--- src/rtl/uart_rx_baud_gen.sv ---
`default_nettype none
// ============================================================================
//  Module      : uart_rx_baud_gen
//  Description : UART receive bit-timing generator. A runtime-loadable
//                clocks-per-bit divisor drives a per-bit counter that is
//                re-synchronised by the RX start-bit edge. Per bit it emits
//                an oversample tick, a mid-bit sample strobe and a bit-end
//                strobe. It counts bits per frame and returns to idle after
//                the last bit.
//  Ports       : clk, reset (async, active-high)
//                div_i/div_load    - divisor load (rejected if < 2*OSR)
//                nbits_i           - bits per frame, 0 means 16, latched at start
//                start_i / stop_i  - start-bit edge / abort frame
//                os_tick, sample_tick, bit_end, frame_done - 1-clk strobes
//                bit_idx, busy, div_err - status
//  Revision    : 1.0 - initial release
// ============================================================================
module uart_rx_baud_gen #(
  parameter int unsigned DIV_W       = 16,
  parameter int unsigned OSR         = 16,
  parameter int unsigned DEFAULT_DIV = 5120
) (
  input  logic             clk,
  input  logic             reset,
  input  logic [DIV_W-1:0] div_i,
  input  logic             div_load,
  input  logic [3:0]       nbits_i,
  input  logic             start_i,
  input  logic             stop_i,
  output logic             os_tick,
  output logic             sample_tick,
  output logic             bit_end,
  output logic [3:0]       bit_idx,
  output logic             frame_done,
  output logic             busy,
  output logic             div_err
);

  localparam int unsigned      OS_SHIFT  = $clog2(OSR);
  localparam int unsigned      OSI_W     = (OS_SHIFT > 0) ? OS_SHIFT : 1;
  localparam logic [DIV_W-1:0] DIV_RESET = DIV_W'(DEFAULT_DIV);
  localparam logic [DIV_W-1:0] DIV_MIN   = DIV_W'(2 * OSR);
  localparam logic [OSI_W-1:0] OS_LAST   = OSI_W'(OSR - 1);

  typedef enum logic [0:0] {
    IDLE = 1'b0,
    RUN  = 1'b1
  } state_t;

  state_t           state_q, state_d;
  logic [DIV_W-1:0] cnt_q, cnt_d;
  logic [DIV_W-1:0] os_cnt_q, os_cnt_d;
  logic [OSI_W-1:0] os_idx_q, os_idx_d;
  logic [3:0]       bit_idx_q, bit_idx_d;
  logic [3:0]       nbits_q, nbits_d;
  logic [DIV_W-1:0] div_active_q, div_active_d;
  logic [DIV_W-1:0] div_pend_q, div_pend_d;
  logic             pend_valid_q, pend_valid_d;
  logic             div_err_q, div_err_d;

  logic             run;
  logic             quiet;
  logic [DIV_W-1:0] os_div;
  logic             bit_last_clk;
  logic             os_hit;
  logic             load_ok;
  logic             apply_slot;

  // Strobes are decoded from registered state. A start or stop pulse
  // suppresses them for that cycle since the bit phase is being discarded.
  assign run          = (state_q == RUN);
  assign quiet        = start_i | stop_i;
  assign os_div       = div_active_q >> OS_SHIFT;
  assign bit_last_clk = run && (cnt_q == div_active_q - 1'b1);

  // The last oversample period of a bit ends on the bit boundary, so any
  // divisor remainder stretches that period instead of adding a short one.
  assign os_hit       = (os_idx_q == OS_LAST) ? bit_last_clk
                                              : (os_cnt_q == os_div - 1'b1);

  assign bit_end      = bit_last_clk && !quiet;
  assign os_tick      = run && !quiet && os_hit;
  assign sample_tick  = run && !quiet && (cnt_q == (div_active_q >> 1));
  assign frame_done   = bit_end && (bit_idx_q == nbits_q - 4'd1);
  assign bit_idx      = bit_idx_q;
  assign busy         = run;
  assign div_err      = div_err_q;

  assign load_ok      = div_load && (div_i >= DIV_MIN);
  // Divisor changes land only where no bit is in progress.
  assign apply_slot   = (state_q == IDLE) || bit_end;

  always_comb begin
    state_d      = state_q;
    cnt_d        = cnt_q;
    os_cnt_d     = os_cnt_q;
    os_idx_d     = os_idx_q;
    bit_idx_d    = bit_idx_q;
    nbits_d      = nbits_q;
    div_active_d = div_active_q;
    div_pend_d   = div_pend_q;
    pend_valid_d = pend_valid_q;
    div_err_d    = div_err_q;

    case (state_q)
      IDLE: begin
        cnt_d     = '0;
        os_cnt_d  = '0;
        os_idx_d  = '0;
        bit_idx_d = 4'd0;
        if (start_i && !stop_i) begin
          state_d = RUN;
          nbits_d = nbits_i;
        end
      end
      RUN: begin
        if (stop_i) begin
          state_d   = IDLE;
          cnt_d     = '0;
          os_cnt_d  = '0;
          os_idx_d  = '0;
          bit_idx_d = 4'd0;
        end else if (start_i) begin
          cnt_d     = '0;
          os_cnt_d  = '0;
          os_idx_d  = '0;
          bit_idx_d = 4'd0;
          nbits_d   = nbits_i;
        end else if (bit_end) begin
          cnt_d    = '0;
          os_cnt_d = '0;
          os_idx_d = '0;
          if (frame_done) begin
            state_d   = IDLE;
            bit_idx_d = 4'd0;
          end else begin
            bit_idx_d = bit_idx_q + 4'd1;
          end
        end else begin
          cnt_d = cnt_q + 1'b1;
          if (os_tick) begin
            os_cnt_d = '0;
            os_idx_d = os_idx_q + 1'b1;
          end else begin
            os_cnt_d = os_cnt_q + 1'b1;
          end
        end
      end
      default: state_d = IDLE;
    endcase

    if (div_load) begin
      div_err_d = !load_ok;
    end

    if (load_ok) begin
      if (apply_slot) begin
        div_active_d = div_i;
        pend_valid_d = 1'b0;
      end else begin
        div_pend_d   = div_i;
        pend_valid_d = 1'b1;
      end
    end else if (pend_valid_q && apply_slot) begin
      div_active_d = div_pend_q;
      pend_valid_d = 1'b0;
    end
  end

  always_ff @(posedge clk or posedge reset) begin
    if (reset) begin
      state_q      <= IDLE;
      cnt_q        <= '0;
      os_cnt_q     <= '0;
      os_idx_q     <= '0;
      bit_idx_q    <= 4'd0;
      nbits_q      <= 4'd0;
      div_active_q <= DIV_RESET;
      div_pend_q   <= '0;
      pend_valid_q <= 1'b0;
      div_err_q    <= 1'b0;
    end else begin
      state_q      <= state_d;
      cnt_q        <= cnt_d;
      os_cnt_q     <= os_cnt_d;
      os_idx_q     <= os_idx_d;
      bit_idx_q    <= bit_idx_d;
      nbits_q      <= nbits_d;
      div_active_q <= div_active_d;
      div_pend_q   <= div_pend_d;
      pend_valid_q <= pend_valid_d;
      div_err_q    <= div_err_d;
    end
  end

endmodule
`default_nettype wire

--- config.mk ---
export PLATFORM = sky130hd
export DESIGN_NAME = uart_rx_baud_gen
export DESIGN_NICKNAME = d
export VERILOG_FILES = /design/src/rtl/uart_rx_baud_gen.sv
export SDC_FILE = /design/constraint.sdc
export NUM_CORES = 1
export LEC_CHECK = 0
export ABC_AREA = 1
export BUFFER_PORTS_ARGS = -buffer_cell sky130_fd_sc_hd__buf_2
export CAP_MARGIN = 20
export CORE_UTILIZATION = 40
export DETAILED_ROUTE_END_ITERATION = 8
export PLACE_DENSITY = 0.58
export RECOVER_POWER = 25
export SETUP_SLACK_MARGIN = 0.1
export SYNTH_ARGS = -nofsm -noshare
export SYNTH_HDL_FRONTEND = slang
export SYNTH_SLANG_ARGS = --single-unit
--- constraint.sdc ---
create_clock -name clk -period 3.5 [get_ports clk]
set_input_delay 0.35 -clock clk [delete_from_list [all_inputs] [get_ports clk]]
set_output_delay 0.35 -clock clk [all_outputs]
set_load 0.01 [all_outputs]
==> impl_metrics.env <==
export IMPL_status="finished, final reports clean"
export IMPL_synth_distinct_cells=43
export IMPL_dpl_cell_area_mm2=0.00545
export IMPL_cp_top_family="simple AND/OR/NAND/NOR gates"
export IMPL_clk_pin_slew_worst_paths_ns=0.06
export IMPL_grt_pass1_vias=4123
export IMPL_clk_latency_ns=0.34
export IMPL_fillCellCount=1318
export IMPL_hold_path_end="nbits_q[2]"
export IMPL_globalplace_congestion=0.874
export IMPL_slew_violations=0
export IMPL_power_density_mw_per_mm2=463
export IMPL_post_route_min_period_ns=3.17
export IMPL_antenna_diode_count=0
export IMPL_tightest_slew_ns=1.27
export IMPL_cp_end_kind="output port"
export IMPL_finalSetupTns_ns=0
export IMPL_path_buf_inv=5
export IMPL_tritoncts="done"
export IMPL_rsz0062_at_grt="no"
export IMPL_crit_fanout=8
export IMPL_postSynthCellCount=697
export IMPL_yosys_area_top_type="dfrtp_1"
export IMPL_min_path_type="input port to flop"
export IMPL_peakVddDrop_mv=0.238
export IMPL_start_kind="flop"
export IMPL_cts_root_buffer="clkbuf_16"
export IMPL_r2r_slack_ns=0.84
export IMPL_cpMostUsedCell="nand2_1"
export IMPL_io_pins=35
export IMPL_rr_endpoint="os_cnt_q[8]"
export IMPL_required_ns=3.15
export IMPL_synth_compound_area_share_pct=8.83
export IMPL_drt_antenna_violating_nets=0
export IMPL_drc=0
export IMPL_synthArstFlopShare_pct=100
export IMPL_antenna_found_initial=0
export IMPL_grt_pass1_wl_mm=20.6
export IMPL_track_usage_pct=20.0
export IMPL_relSlewSlack_pct=15.2
export IMPL_die_area_mm2=0.0134
export IMPL_die_w_um=116
export IMPL_cp_arrival_ns=2.82
export IMPL_nets=755
export IMPL_htree_levels=3
export IMPL_cts_sink_count=79
export IMPL_synth_edf_count=0
export IMPL_dr_pass1_iters=4
export IMPL_vias=4366
export IMPL_hp_start="nbits_i[2]"
export IMPL_fin_skew_ns=0.0139
export IMPL_ys_seq_area_share_pct=38.2
export IMPL_synth_top_family_by_area="simple AND/OR/NAND/NOR gates"
export IMPL_yosys_top_cells_area="dfrtp_1 37%, nand2_1 12%, xor2_1 6.4%"
export IMPL_wirelength_mm=12.4
export IMPL_numCtsBuffers=9
export IMPL_maxCapViolations=0
export IMPL_cp_slowest_cell="dfrtp_1"
export IMPL_critical_path_class="flop to output port"
export IMPL_layout_drive_gt1_share_pct=14.0
export IMPL_ff2ff_path_depth=10
export IMPL_fmax_mhz=315
export IMPL_path_cells="inv_2 > ha_1 > nand3_1 > inv_2 > nand2_1 > nand2_1 > nand2_1 > nor3_4 > inv_2 > nor2_2 > nand2_1 > inv_1 > nand2_1 > nand2_1 > buf_2"
export IMPL_synth_warnings=0
export IMPL_yosys_mux_area_fraction_pct=0.628
export IMPL_avgSynthCellArea_um2=7.44
export IMPL_timing_rr_start="div_active_q[4]"
export IMPL_finalCritPeriodShare_pct=90.6
export IMPL_slowest_delay_ns=0.49
export IMPL_syn2layout_area_growth_pct=11.3
export IMPL_io_buffers=34
export IMPL_dp_hpwl_mm=9.57
export IMPL_cts_hold_buffers=0
export IMPL_rows=41
export IMPL_stdcell_area_mm2=0.00577
export IMPL_hold_depth=2
export IMPL_clock_path_buffers=2
export IMPL_overflow=0
export IMPL_synth_ff_type="dfrtp_1"
export IMPL_syn_nets=729
export IMPL_ys_ff_latch=79
export IMPL_drt_iter0_drc=299
export IMPL_leakagePower_nw=2.73
export IMPL_start_util_pct=41.1
export IMPL_wire_per_inst_um=13.7
export IMPL_die_h_um=116
export IMPL_grt_max_degree=59
export IMPL_cts_resized=0
export IMPL_vias_per_cell=4.85
export IMPL_cts_setup_buffers=0
export IMPL_final_hold_violation_count=0
export IMPL_syn_area_mm2=0.00518
export IMPL_synth_xor_area_share_pct=10.6
export IMPL_yosysTopAreaCellShare_pct=37.2
export IMPL_setup_viol=0
export IMPL_core_mm2=0.0126
export IMPL_yosys_area_share_simple_pct=30.5
export IMPL_synth_adder_area_share_pct=1.69
layout by cell type, fill, tap and decap left out, types with 7 or more instances in the layout:
master and n:
nor2_1 76, ha_1 7, nand4_1 14, o21ai_1 37, nand2_1 162, nor3_1 15, nand3_1 33, dfrtp_1 77
buf_2 34, xnor2_1 21, o21ai_0 23, a21oi_1 12, xor2_1 38, nor2_2 12, inv_1 86, clkbuf_16 9
sequential cells by signal (all words and copies together), names as in the netlist, 4 cells and up:
signal / flops
bit_idx: 4
cnt_q: 16
div_active_q: 16
div_pend_q: 16
nbits_q: 4
os_cnt_q: 16
os_idx_q: 4
area by class of cell:
type | instances | area (µm²) | share of cell area (%)
Multi-Input combinational cell | 501 | 2710 | 47.0
Clock buffer | 10 | 239 | 4.14
Sequential cell | 79 | 1980 | 34.3
Timing Repair Buffer | 39 | 208 | 3.60
Inverter | 93 | 350 | 6.07
Clock inverter | 6 | 67.6 | 1.17
Tap cell | 172 | 215 | 3.73
stage by stage:
| step | utilization, % | power [mW] | hold WS [ns] | worst slack (ns) | cells |
|---|---|---|---|---|---|
| after detailed placement | 43.2 | 1.73 | 0.473 | 0.713 | 882 |
| after CTS | 45.6 | 2.70 | 0.239 | 0.349 | 898 |
| final | 45.7 | 2.67 | 0.248 | 0.329 | 900 |
| after global placement | 43.2 | 1.73 | 0.461 | 0.753 | 882 |
| after floorplan | - | 1.59 | 0.448 | 1.13 | 697 |
| after global routing | 45.7 | 2.83 | 0.243 | 0.122 | 900 |
power by group:
part           switching (mW)  internal, mW  total (mW)
Clock                   0.383         0.574       0.957
Sequential              0.116         0.990        1.11
Combinational           0.381         0.230       0.610
cells in the mapped netlist, types with 5 or more instances:
cell type / n
inv_1: 87
xor2_1: 38
o21ai_0: 23
buf_2: 11
o21ai_1: 37
nand3_1: 33
inv_2: 5
dfrtp_1: 77
nor2_2: 12
ha_1: 7
nand2_1: 162
nor2_1: 76
a21oi_1: 13
xnor2_1: 21
nand4_1: 14
nand3_2: 6
nor3_1: 15
nor2_4: 5
cell families (layout without fill, tap and decap cells):
family | Yosys count | after routing
xor gates and xnor gates | 61 | 61
muxes | 3 | 3
adders and majority gates | 7 | 7
DFF | 79 | 79
AOI/OAI and AO/OA | 85 | 85
buffers and inverters | 117 | 148
and+or+nand+nor | 345 | 345
per-layer routing:
| metal | share of wire [%] | vias to the layer above | wire length [µm] | track usage [%] |
|---|---|---|---|---|
| met5 | 0 | - | 0 | 0 |
| met4 | 2.5 | 0 | 306 | 8.21 |
| met3 | 3.7 | 18 | 455 | 2.88 |
| met2 | 45 | 69 | 5590 | 31.0 |
| met1 | 49 | 2005 | 6020 | 28.1 |
| li1 | - | 2274 | - | - |
how the worst max path moves through the flow:
| stage | from | end | slack [ns] | cells past startpoint |
|---|---|---|---|---|
| final | div_active_q[4] | os_tick | 0.33 | 15 |
| after global routing | div_active_q[4] | os_tick | 0.12 | 15 |
| after CTS | div_active_q[4] | os_tick | 0.35 | 15 |
| after detailed placement | div_active_q[4] | os_tick | 0.71 | 15 |
| after global placement | div_active_q[4] | os_tick | 0.75 | 15 |
| after floorplan | reset | bit_idx[0] | 1.13 | 1 |
(Power assumes the default switching activity.)
